**src/rtl/bus_src_arbiter_pkg.sv**
```systemverilog
// Shared types and sizes for the bus source arbiter.
package bus_src_arbiter_pkg;

  localparam int NUM_SRC = 4;
  localparam int DATA_W  = 8;
  localparam int SEL_W   = 2;

  typedef enum logic [0:0] {
    ST_IDLE  = 1'b0,
    ST_GRANT = 1'b1
  } state_t;

  // One-hot grant vector for a source index.
  function automatic logic [NUM_SRC-1:0] onehot(input logic [SEL_W-1:0] idx);
    logic [NUM_SRC-1:0] v;
    v = '0;
    v[idx] = 1'b1;
    return v;
  endfunction

endpackage

```
**src/rtl/bus_src_arbiter_rr_pick4.sv**
```systemverilog
// Combinational round-robin picker: searches from (last+1) mod 4 upward and
// returns the first source whose req and mask bits are both set. The source
// named by last is visited last, so it only wins when it is the sole candidate.
module rr_pick4
  import bus_src_arbiter_pkg::*;
(
  input  logic [NUM_SRC-1:0] req,
  input  logic [SEL_W-1:0]   last,
  input  logic [NUM_SRC-1:0] mask,
  output logic               found,
  output logic [SEL_W-1:0]   winner
);

  // Walk the four candidates in rotated order, first hit wins.
  always_comb begin
    logic [SEL_W-1:0] idx;
    found  = 1'b0;
    winner = '0;
    idx    = '0;
    for (int i = 1; i <= NUM_SRC; i++) begin
      idx = last + SEL_W'(i);
      if (!found && req[idx] && mask[idx]) begin
        found  = 1'b1;
        winner = idx;
      end
    end
  end

endmodule

```
**src/rtl/bus_src_arbiter.sv**
```systemverilog
// Four-source round-robin bus arbiter with a shared 8-bit 4:1 data mux.
// Optional grant locking is compiled in when BUS_ARB_LOCK_EN is defined.
//
// Handshake: dvalid is req[sel] while in GRANT; a transfer completes on a
// rising edge where dvalid && dready. dvalid may drop without a transfer
// (abort), which releases the grant without updating the round-robin pointer.
module bus_src_arbiter
  import bus_src_arbiter_pkg::*;
#(
  parameter logic [SEL_W-1:0] IDLE_SEL = 2'b00
) (
  input  logic               clk,
  input  logic               rst_n,
  input  logic [NUM_SRC-1:0] req,
  input  logic [DATA_W-1:0]  din0,
  input  logic [DATA_W-1:0]  din1,
  input  logic [DATA_W-1:0]  din2,
  input  logic [DATA_W-1:0]  din3,
`ifdef BUS_ARB_LOCK_EN
  input  logic [NUM_SRC-1:0] lock,
`endif
  output logic [NUM_SRC-1:0] grant,
  output logic [SEL_W-1:0]   sel,
  output logic [DATA_W-1:0]  dout,
  output logic               dvalid,
  input  logic               dready,
  output logic               busy,
  output logic               state_dbg
);

  state_t             state;
  logic [SEL_W-1:0]   last;
  logic [SEL_W-1:0]   pick_last;
  logic [NUM_SRC-1:0] pick_mask;
  logic               found;
  logic [SEL_W-1:0]   winner;
  logic               lock_hold;
  logic [DATA_W-1:0]  mux_out;

`ifdef BUS_ARB_LOCK_EN
  assign lock_hold = lock[sel];
`else
  assign lock_hold = 1'b0;
`endif

  // Rearbitration setup: after a transfer the current owner becomes "last"
  // (lowest priority); on abort the owner is masked out and last is kept.
  always_comb begin
    pick_last = last;
    pick_mask = '1;
    if (state == ST_GRANT) begin
      if (req[sel]) pick_last = sel;
      else          pick_mask[sel] = 1'b0;
    end
  end

  rr_pick4 u_pick (
    .req    (req),
    .last   (pick_last),
    .mask   (pick_mask),
    .found  (found),
    .winner (winner)
  );

  // Arbiter FSM with registered grant/sel and round-robin pointer.
  always_ff @(posedge clk or negedge rst_n) begin
    if (!rst_n) begin
      state <= ST_IDLE;
      grant <= '0;
      sel   <= IDLE_SEL;
      last  <= 2'd3;
    end else begin
      case (state)
        ST_IDLE: begin
          if (found) begin
            state <= ST_GRANT;
            grant <= onehot(winner);
            sel   <= winner;
          end
        end
        ST_GRANT: begin
          if (req[sel]) begin
            // Owner still requesting: only move on a completed transfer.
            if (dready && !lock_hold) begin
              last  <= sel;
              grant <= onehot(winner);
              sel   <= winner;
            end
          end else if (found) begin
            grant <= onehot(winner);
            sel   <= winner;
          end else begin
            state <= ST_IDLE;
            grant <= '0;
            sel   <= IDLE_SEL;
          end
        end
        default: begin
          state <= ST_IDLE;
          grant <= '0;
          sel   <= IDLE_SEL;
        end
      endcase
    end
  end

  // Plain 4:1 source mux driven by the registered select.
  always_comb begin
    case (sel)
      2'd0:    mux_out = din0;
      2'd1:    mux_out = din1;
      2'd2:    mux_out = din2;
      default: mux_out = din3;
    endcase
  end

  assign busy      = (state == ST_GRANT);
  assign dout      = busy ? mux_out : '0;
  assign dvalid    = busy & req[sel];
  assign state_dbg = state;

endmodule

```
**config.mk**
```make
export PLATFORM = sky130hd
export DESIGN_NAME = bus_src_arbiter
export DESIGN_NICKNAME = d
export VERILOG_FILES = /design/src/rtl/bus_src_arbiter_pkg.sv /design/src/rtl/bus_src_arbiter_rr_pick4.sv /design/src/rtl/bus_src_arbiter.sv
export SDC_FILE = /design/constraint.sdc
export NUM_CORES = 1
export LEC_CHECK = 0
export BUFFER_PORTS_ARGS = -buffer_cell sky130_fd_sc_hd__buf_2
export CORE_AREA = 2 2 58 54
export DETAILED_ROUTE_END_ITERATION = 8
export DIE_AREA = 0 0 60 56
export PLACE_DENSITY = 0.76
export RECOVER_POWER = 25
export SYNTH_ARGS = -nofsm -noshare
export SYNTH_HDL_FRONTEND = slang
export SYNTH_SLANG_ARGS = --single-unit
```
**constraint.sdc**
```tcl
create_clock -name clk -period 3.4 [get_ports clk]
set_input_delay 0.34 -clock clk [delete_from_list [all_inputs] [get_ports clk]]
set_output_delay 0.34 -clock clk [all_outputs]
set_load 0.02 [all_outputs]
```
-- Word level (Yosys, flattened, before mapping)
Index checks and enable logic that the tools add are counted.
- $lt $le $gt $ge: 8
- equal/unequal tests: 4
- reduce and logical (&&, ||, !) cells: 15
- muxes and demuxes: 49
- $add $sub $neg: 3
- bitwise logic cells: 3
- operator list (kind ; count):
    $mux W4 ; 6
    $pmux W8 S3 ; 1
    $mux W2 ; 10
    $bmux W1 S2 ; 9
    $lt A2 B3 Y1 const B ; 6
    $mux W1 ; 17
    $logic_and A1 B1 Y1 ; 9
    $mux W8 ; 1
    $pmux W4 S2 ; 1
    $add A2 B2 Y2 const B ; 2
    $demux W1 S2 ; 2
    $ge A2 B1 Y1 const B ; 2
    $not A4 Y4 ; 1
    $pmux W2 S2 ; 1
    $logic_not A1 Y1 ; 3
    $ne A3 B3 Y1 const B ; 1
    $reduce_and A3 Y1 ; 1
    $add A2 B1 Y2 const B ; 1
    $eq A2 B1 Y1 const B ; 1
    $eq A2 B2 Y1 const B ; 1
    $logic_not A2 Y1 ; 1
    $ne A2 B2 Y1 const B ; 1
    $pmux W1 S2 ; 1
    $reduce_and A2 Y1 ; 1
    2 further kinds ; 2
- word-level logic and storage cells: 86
- register bits: 9
- output and inout port bits: 17

-- Logic depth before layout (Yosys ltp)
Gate-level depths: netlist (run 1).
- word-level depth: 30
- gate-level depth with buffers: 9

-- By module
A second synthesis (run 1) with hierarchy kept.
- cell total of the unflattened synthesis: 106
- area total of the unflattened synthesis: 1072.3 um^2
- by module, submodules not included (module ; sequential area each (um^2) ; cells an instance ; area each (um^2) ; instances):
    bus_src_arbiter ; 227.7 ; 91 ; 955.9 ; 1
    rr_pick4 ; 0.0 ; 15 ; 116.4 ; 1

-- Worst setup path after synthesis (run 1)
No wires, ideal clock.
- path kind: register -> register
- start: register sel[0]
- end: register grant[1]
- arrival time: 2.550 ns
- period minus slack after synthesis: 2.671 ns
- stages on the path, launching flop included: 9
- setup slack: 0.729 ns
- data required time: 3.278 ns
- cells stage by stage: dfrtp_1 -> buf_2 -> nand2b_1 -> o22ai_2 -> mux2i_2 -> mux4_2 -> a211oi_1 -> a31oi_1 -> a32o_1
- cells in the longest elaborated chain, start to end: 30
- ends and longest elaborated chain (item ; RTL line ; RTL):
    start: declaration ; bus_src_arbiter.sv:23 ; output logic [SEL_W-1:0] sel,
    start signal: assignment ; bus_src_arbiter.sv:78 ; sel <= winner;
    start signal: assignment ; bus_src_arbiter.sv:87 ; sel <= winner;
    start signal: assignment ; bus_src_arbiter.sv:91 ; sel <= winner;
    $lt A2 B3 Y1 (implied by the code) or $ge A2 B1 Y1 (tied branches) ; bus_src_arbiter.sv:53 ; else pick_mask[sel] = 1'b0;
    $logic_and A1 B1 Y1 (implied by the code) ; bus_src_arbiter.sv:53 ;
    $mux W1 (implied by the code) ; bus_src_arbiter.sv:53 ;
    $demux W1 S2 ; bus_src_arbiter.sv:53 ;
    $not A4 Y4 (no source line) ; n/a ;
    $mux W4 ; bus_src_arbiter.sv:52 ; if (req[sel]) pick_last = sel;
    $mux W4 ; bus_src_arbiter.sv:51 ; if (state == ST_GRANT) begin
    $bmux W1 S2 ; bus_src_arbiter_rr_pick4.sv:22 ; if (!found && req[idx] && mask[idx]) begin
    (+14 left out) ; n/a ;
    $mux W2 ; bus_src_arbiter_rr_pick4.sv:22 ;
    $lt A2 B3 Y1 (implied by the code) or $ge A2 B1 Y1 (tied branches) ; bus_src_arbiter_pkg.sv:17 ; v[idx] = 1'b1;
    $logic_and A1 B1 Y1 (implied by the code) ; bus_src_arbiter_pkg.sv:17 ;
    $mux W1 (implied by the code) ; bus_src_arbiter_pkg.sv:17 ;
    $demux W1 S2 ; bus_src_arbiter_pkg.sv:17 ;
    $mux W4 (on tied branches) ; bus_src_arbiter.sv:89, bus_src_arbiter.sv:84 ;
    $mux W4 ; bus_src_arbiter.sv:82 ; if (req[sel]) begin
    $pmux W4 S2 ; bus_src_arbiter.sv:73 ; case (state)
    end signal: assignment ; bus_src_arbiter.sv:77 ; grant <= onehot(winner);
    end signal: assignment ; bus_src_arbiter.sv:86 ; grant <= onehot(winner);
    end signal: assignment ; bus_src_arbiter.sv:90 ; grant <= onehot(winner);
    end: declaration ; bus_src_arbiter.sv:22 ; output logic [NUM_SRC-1:0] grant,
Several ways; a longest one is shown, not always the timed one. The select of a mux whose other input is x is not followed.
A chain may end at the register's enable or synchronous reset.

-- Final worst setup path (run 1)
- start: register state (netlist: busy)
- end: register grant[2]
- cells in the longest elaborated chain, start to end: 25
- ends and longest elaborated chain (item ; RTL line ; RTL):
    start: declaration ; bus_src_arbiter.sv:31 ; state_t state;
    start signal: assignment ; bus_src_arbiter.sv:68 ; state <= ST_IDLE;
    start signal: assignment ; bus_src_arbiter.sv:76 ; state <= ST_GRANT;
    start signal: assignment ; bus_src_arbiter.sv:93 ; state <= ST_IDLE;
    $mux W2 ; bus_src_arbiter.sv:51 ;
    $add A2 B1 Y2 ; bus_src_arbiter_rr_pick4.sv:21 ; idx = last + SEL_W'(i);
    $bmux W1 S2 ; bus_src_arbiter_rr_pick4.sv:22 ;
    $mux W1 (implied by the code) ; bus_src_arbiter_rr_pick4.sv:22 ;
    $logic_and A1 B1 Y1 ; bus_src_arbiter_rr_pick4.sv:22 ;
    $mux W1 ; bus_src_arbiter_rr_pick4.sv:22 ;
    $logic_not A1 Y1 ; bus_src_arbiter_rr_pick4.sv:22 ;
    $logic_and A1 B1 Y1 (2 in series) ; bus_src_arbiter_rr_pick4.sv:22 ;
    (+8 left out) ; n/a ;
    $mux W2 ; bus_src_arbiter_rr_pick4.sv:22 ;
    $lt A2 B3 Y1 (implied by the code) or $ge A2 B1 Y1 (tied branches) ; bus_src_arbiter_pkg.sv:17 ;
    $logic_and A1 B1 Y1 (implied by the code) ; bus_src_arbiter_pkg.sv:17 ;
    $mux W1 (implied by the code) ; bus_src_arbiter_pkg.sv:17 ;
    $demux W1 S2 ; bus_src_arbiter_pkg.sv:17 ;
    $mux W4 (on tied branches) ; bus_src_arbiter.sv:89, bus_src_arbiter.sv:84 ;
    $mux W4 ; bus_src_arbiter.sv:82 ;
    $pmux W4 S2 ; bus_src_arbiter.sv:73 ;
Several ways; a longest one is shown, not always the timed one. The select of a mux whose other input is x is not followed.

==> flow_summary_export.csv, run 1 <==
group,metric,value,unit
sta,period_share,80.5,%
synth,syn_nets,157,
routing,first_pass_iters,4,
worst_setup_path,path_cells,"nand2b_1, o22ai_2, mux2i_2, mux4_2, a211oi_1, a31oi_1, o31ai_1",
layout,drive_gt1_share,46.7,%
routing,drc,0,
synth,ys_warn_count,0,
clock_network,clk_latency,0.25,ns
sta,tns,0,ns
worst_setup_path,cp-end-kind,"flop",
grt,antenna_found_initial,0,
synth,syn_area_per_cell,9.20,sq um
synth,seq_area_frac_synth,21.0,%
layout,num_antenna_cells,0,
clock_network,ctsRootBufferMaster,"clkbuf_4",
synth,ys.flop_type,"dfrtp_1",
clock_network,clockBufferDepth,2,
power_and_ir_drop,p_per_area,922,nW/um^2
layout,fin_util,51.3,%
synth,ys_seq_elements,9,
clock_network,clk_pin_slew,0.06,ns
placement,place.gp.congestion,0.860,
clock_network,cts_made_buffers,3,
routing,wl_per_cell,15.6,microns
worst_setup_path,rrSetupSlack,0.66,ns
synth,synth-edff-count,0,
worst_setup_path,crit_required,3.55,ns
sta,worst_pin_slew,0.589,ns
layout,nNetsFinal,209,
floorplanning,start_util,39.9,%
power_and_ir_drop,worst_ir_drop_vdd,0.000490,V
sta,max_slew_margin,60.3,%
routing,routed_wl,3250,microns
clock_network,htreeDepth,1,
clock_network,hold_buffers,1,
grt,gr-total-overflow,0,
sta,setup_viol,0,
grt,grt_pass1_wl,5490,microns
clock_network,cts_tree,"yes",
layout,area_growth,28.7,%
placement,io_buffer_count,55,
min_path,min_path_type,"primary input to flop",
worst_setup_path,arrival,2.89,ns
sta,fin_crit,2.74,ns
power_and_ir_drop,power,1290,uW
floorplanning,num_rows,18,
worst_setup_path,slowest_stage,"dfrtp_1",
worst_setup_path,startpoint_type,"flop",
floorplanning,die_h,56,microns
outcome,outcome,"completed",
worst_setup_path,slowest_delay,0.60,ns
grt,grt_usage,20.6,%
synth,synthesis.area,1090,sq um
layout,postLayoutCellArea,1400,sq um
sta,rsz0062_at_grt,"false",
layout,final_common_cell,"buf_2",
clock_network,numClockSinks,9,
flow_run,maxCapViolations,0,
layout,layout_common_cells,"buf_2 (53), nand2_1 (10), nor2_1 (10)",
grt,first_global_vias,1212,
floorplanning,die_w,60,microns
worst_setup_path,cp_max_fo,17,
placement,dpl.hpwl,2610,microns
floorplanning,dieArea,3360,sq um
worst_setup_path,crit_family,"compound AO/OA/AOI/OAI gates",
worst_setup_path,timing_worst_setup_path_type,"flop to flop",
sta,skew,0.000892,ns
worst_setup_path,path_buf_inv,0,
synth,ys_types,45,
sta,hold_violations,0,
routing,drt_iter0_drc,64,
power_and_ir_drop,leakagePower,0.000637,uW
clock_network,ctsResizeCount,0,
placement,placed_cell_area,1360,sq um
floorplanning,ios,56,
routing,ant_nets,0,
synth,synth-async-reset-ratio,100,%
grt,grt_max_degree,18,
sta,max_freq,365,MHz
routing,via_per_inst,5.48,
sta,final_max_slew_viol_count,0,
routing,num_vias,1146,
floorplanning,core_area,2730,sq um
synth,syn-instance-count,118,
clock_network,post_cts_buffers,0,
==> state kept, by name (all words and copies together), names as in the netlist <==
| name | count |
|---|---|
| sel | 2 |
| grant | 4 |
| busy | 1 |
| last | 2 |
==> report_power, final <==
part / internal (uW) / leakage [uW] / switching [uW]
sequential: 163 / 0.000106 / 61.0
combinational: 456 / 0.000516 / 530
clock: 45.0 / 0.0000150 / 33.9
total: 664 / 0.000637 / 625
==> per-layer routing <==
metal | GRT usage [%] | share of wire, % | wire (microns) | vias to the layer above
met1 | 26.6 | 42 | 1380 | 560
met2 | 36.3 | 53 | 1710 | 32
met5 | 0 | 0 | 0 | -
li1 | - | - | - | 550
met4 | 3.49 | 1.2 | 39 | 0
met3 | 2.56 | 3.8 | 124 | 4
==> cell families after synthesis <==
kind of cell    Yosys count  synth area share, %
flops                     9                 21.0
mux                      18                 28.2
buf+inv                  14                 6.80
simple gates             46                 22.5
compound gates           31                 21.5
==> cells in the mapped netlist, types with 2 or more instances <==
cell	instances	area, sq um
o31ai_1	2	15.0
inv_1	3	11.3
a21oi_1	4	20.0
buf_6	2	22.5
o21ai_0	4	20.0
mux4_2	9	203
mux2i_1	4	40.0
mux2_2	2	22.5
and3_1	2	12.5
nand3_1	3	15.0
a22oi_1	2	15.0
o211ai_1	2	15.0
and2_1	9	56.3
nand2_1	10	37.5
nand3b_1	3	22.5
a32o_1	2	20.0
nor3_1	2	10.0
clkbuf_1	6	22.5
dfrtp_1	7	175
dfstp_2	2	52.6
mux2i_2	3	41.3
o211a_1	2	20.0
buf_2	2	10.0
nor2_1	10	37.5
==> stage by stage <==
step | hold slack [ns] | worst slack (ns) | cells
finish | 0.478 | 0.663 | 209
global route | 0.485 | 0.368 | 209
CTS | 0.468 | 0.664 | 209
detailed placement | 0.201 | 0.723 | 204
global placement | 0.191 | 0.791 | 204
floorplan | 0.0444 | 0.729 | 118
==> worst reg2reg max path, delay by kind of cell (launching register included) <==
family / cells / cell delay (ns)
and+or+nand+nor: 1 / 0.21
DFF: 1 / 0.60
muxes: 2 / 0.86
AOI/OAI and AO/OA: 4 / 0.97
==> worst paths after layout <==
| path | start | end | cells past startpoint |
|---|---|---|---|
| setup / recovery | busy | grant[2] | 7 |
| hold / removal | dready | last[0] | 3 |
| setup reg to reg | busy | grant[2] | 7 |
| hold reg to reg | grant[1] | grant[1] | 1 |
| max in group asynchronous | rst_n | last[0] | 2 |
| min in group asynchronous | rst_n | grant[2] | 2 |
==> final cells by class <==
cell class | instances | area (sq um)
fill | 267 | 1330
sequential | 9 | 228
timing repair buffer | 58 | 298
clock buffer | 4 | 26.3
inverter | 3 | 11.3
multi-input combinational | 95 | 785
tap | 40 | 50.0
No activity file was read; power rests on OpenSTA's default activity.
==> run 2: changes to the inputs <==
--- a/config.mk
+++ b/config.mk
@@ -5,11 +5,12 @@
 export SDC_FILE = /design/constraint.sdc
 export NUM_CORES = 1
 export LEC_CHECK = 0
+export ABC_AREA = 1
 export BUFFER_PORTS_ARGS = -buffer_cell sky130_fd_sc_hd__buf_2
-export CORE_AREA = 2 2 58 54
+export CORE_AREA = 2 2 59 56
 export DETAILED_ROUTE_END_ITERATION = 8
-export DIE_AREA = 0 0 60 56
-export PLACE_DENSITY = 0.76
+export DIE_AREA = 0 0 61 58
+export PLACE_DENSITY = 0.78
 export RECOVER_POWER = 25
 export SYNTH_ARGS = -nofsm -noshare
 export SYNTH_HDL_FRONTEND = slang
==> constraint.sdc (replaced) <==
create_clock -name clk -period 2.5 [get_ports clk]
set_input_delay 0.25 -clock clk [delete_from_list [all_inputs] [get_ports clk]]
set_output_delay 0.25 -clock clk [all_outputs]
set_load 0.02 [all_outputs]
==> flow_summary_export.csv, run 2 <==
group,metric,value,unit
routing,drc,0,
synth,yosys.area.top_type,"nand2_1",
sta,hold_violations,0,
layout,drive_gt1_share,32.8,%
min_path,min_path_type,"primary input to flop",
routing,drt_iter0_drc,87,
worst_setup_path,worst-r2r-cell-count,11,
sta,max_freq,466,MHz
layout,largest-register,"grant",
grt,grt_pass1_wl,5310,microns
clock_network,cts_tree,"yes",
placement,placed_cells,296,
layout,top_regs,"grant: 4 flops, last: 2 flops, sel: 2 flops",
synth,synth_top_area_share,31.9,%
synth,syn-instance-count,202,
synth,seq_area_frac_synth,19.8,%
layout,nNetsFinal,299,
floorplanning,start_util,39.4,%
worst_setup_path,startpoint_type,"flop",
power_and_ir_drop,leakagePower,0.000891,uW
sta,max_slew_margin,52.3,%
worst_setup_path,crit_required,2.65,ns
grt,grt_max_degree,19,
layout,final_cells,301,
clock_network,post_cts_buffers,0,
worst_setup_path,cp_max_fo,18,
layout,area_growth,29.5,%
placement,placed_cell_area,1460,sq um
worst_setup_path,worstReg2RegStart,"busy",
clock_network,clk_pin_slew,0.06,ns
sta,period_share,85.9,%
sta,rsz0062_at_grt,"false",
routing,wl_per_cell,10.0,microns
clock_network,ctsResizeCount,0,
synth,ys.flop_type,"dfrtp_1",
floorplanning,die_w,61,microns
sta,setup_viol,0,
layout,nFillCells,327,
sta,whs,0.317,ns
floorplanning,dieArea,3540,sq um
floorplanning,die_h,58,microns
worst_setup_path,timing_worst_setup_path_type,"flop to flop",
synth,ys_seq_elements,9,
routing,routed_wl,3030,microns
min_path,worstHoldStart,"dready",
synth,yosys-top-cells-area,"nand2_1 (32%), dfrtp_1 (15%), nand3_1 (8.3%)",
grt,gr-total-overflow,0,
synth,synth-edff-count,0,
placement,place.gp.congestion,0.870,
synth,yosysMostFrequentCell,"nand2_1",
routing,ant_nets,0,
placement,dpl.hpwl,2440,microns
flow_run,maxCapViolations,0,
clock_network,htreeDepth,1,
synth,ys_types,26,
min_path,holdPathStages,3,
layout,num_antenna_cells,0,
synth,synthesis.area,1150,sq um
synth,ys_top_cells_by_count,"nand2_1 (98), inv_1 (21), nand3_1 (19), nand2_2 (11), nand4_1 (9)",
routing,via_per_inst,4.64,
floorplanning,num_rows,19,
outcome,outcome,"completed",
min_path,min_to,"last[0]",
floorplanning,core_area,2920,sq um
worst_setup_path,rrSetupSlack,0.35,ns
clock_network,hold_buffers,1,
clock_network,clockBufferDepth,2,
worst_setup_path,arrival,2.29,ns
layout,largest_register_ff_count,4,
synth,syn_area_per_cell,5.70,sq um
synth,ys_warn_count,0,
clock_network,clk_latency,0.26,ns
sta,tns,0,ns
sta,worst_pin_slew,0.715,ns
clock_network,ctsRootBufferMaster,"clkbuf_4",
layout,postLayoutCellArea,1490,sq um
routing,num_vias,1398,
synth,syn_nets,241,
worst_setup_path,cp-end-kind,"flop",
power_and_ir_drop,worst_ir_drop_vdd,0.000767,V
floorplanning,ios,56,
clock_network,numClockSinks,9,
clock_network,cts_made_buffers,3,
grt,grt_usage,19.3,%
routing,first_pass_iters,5,
synth,synth-async-reset-ratio,100,%
layout,layout_common_cells,"nand2_1 (98), buf_2 (54), inv_1 (21)",
grt,first_global_vias,1245,
sta,final_max_slew_viol_count,0,
sta,fin_crit,2.15,ns
layout,fin_util,51.0,%
layout,final_common_cell,"nand2_1",
placement,io_buffer_count,55,
sta,skew,0.00480,ns
power_and_ir_drop,p_per_area,1620,nW/um^2
grt,antenna_found_initial,0,
worst_setup_path,r2r_end,"grant[2]",
==> run 2: cell count changes after synthesis, sizes merged, moves of 5 or more <==
cell / delta
mux2i: -7
nand2: +104
nand3: +19
mux4: -9
inv: +20
nand4: +9
and2: -10
clkbuf: -5
==> run 2: how the worst max path moves through the flow <==
stage | from | to | slack (ns) | depth (start not counted)
after floorplan | sel[0] | grant[0] | 0.55 | 17
after global placement | busy | grant[2] | 0.38 | 11
after detailed placement | busy | grant[2] | 0.38 | 11
after CTS | busy | grant[2] | 0.37 | 11
after global routing | sel[0] | grant[0] | 0.06 | 15
final | busy | grant[2] | 0.35 | 11
==> run 2: metrics by stage <==
| stage | total power, uW | setup WS (ns) |
|---|---|---|
| after CTS | 2420 | 0.370 |
| after floorplan | 1870 | 0.546 |
| final | 2410 | 0.352 |
| after global routing | 2710 | 0.0618 |
| after global placement | 2290 | 0.378 |
| after detailed placement | 2300 | 0.384 |
==> run 2: layer usage <==
metal	part of all wire, %	GRT usage (%)
met5	0	0
met4	0.69	6.83
met3	4.9	2.01
met2	47	29.8
met1	48	27.7
==> run 2: final cells by class <==
cell class | count | area (sq um) | area share, %
flip-flops and latches | 9 | 228 | 15.3
well taps | 42 | 52.6 | 3.52
inverters | 23 | 88.8 | 5.95
clock buffers | 4 | 26.3 | 1.76
repair buffers | 56 | 284 | 19.0
multi-input cells | 167 | 813 | 54.5
==> run 2: power by group <==
| part | switching, uW | internal (uW) |
|---|---|---|
| Sequential | 87.3 | 228 |
| Combinational | 1340 | 646 |
| Clock | 49.1 | 61.4 |
| Total | 1480 | 935 |
==> run 2: cells by family (layout without fill, tap and decap cells) <==
logic type | Yosys count | after routing | share of synthesized area (%)
AND/OR/NAND/NOR | 157 | 157 | 64.4
buffers and inverters | 26 | 83 | 9.66
AO/OA/AOI/OAI | 10 | 10 | 6.19
flip-flops | 9 | 9 | 19.8
==> run 2: critical path, cell delays in order, from the launching register on <==
cell     delay, ns
dfrtp_1       0.64
or2_2         0.41
nand2_1       0.19
nand2_1       0.09
nand2_2       0.11
nand2_1       0.06
nand2_1       0.10
nand2_1       0.07
nand3_1       0.09
nand2_1       0.12
nand3_1       0.10
nand2_1       0.05
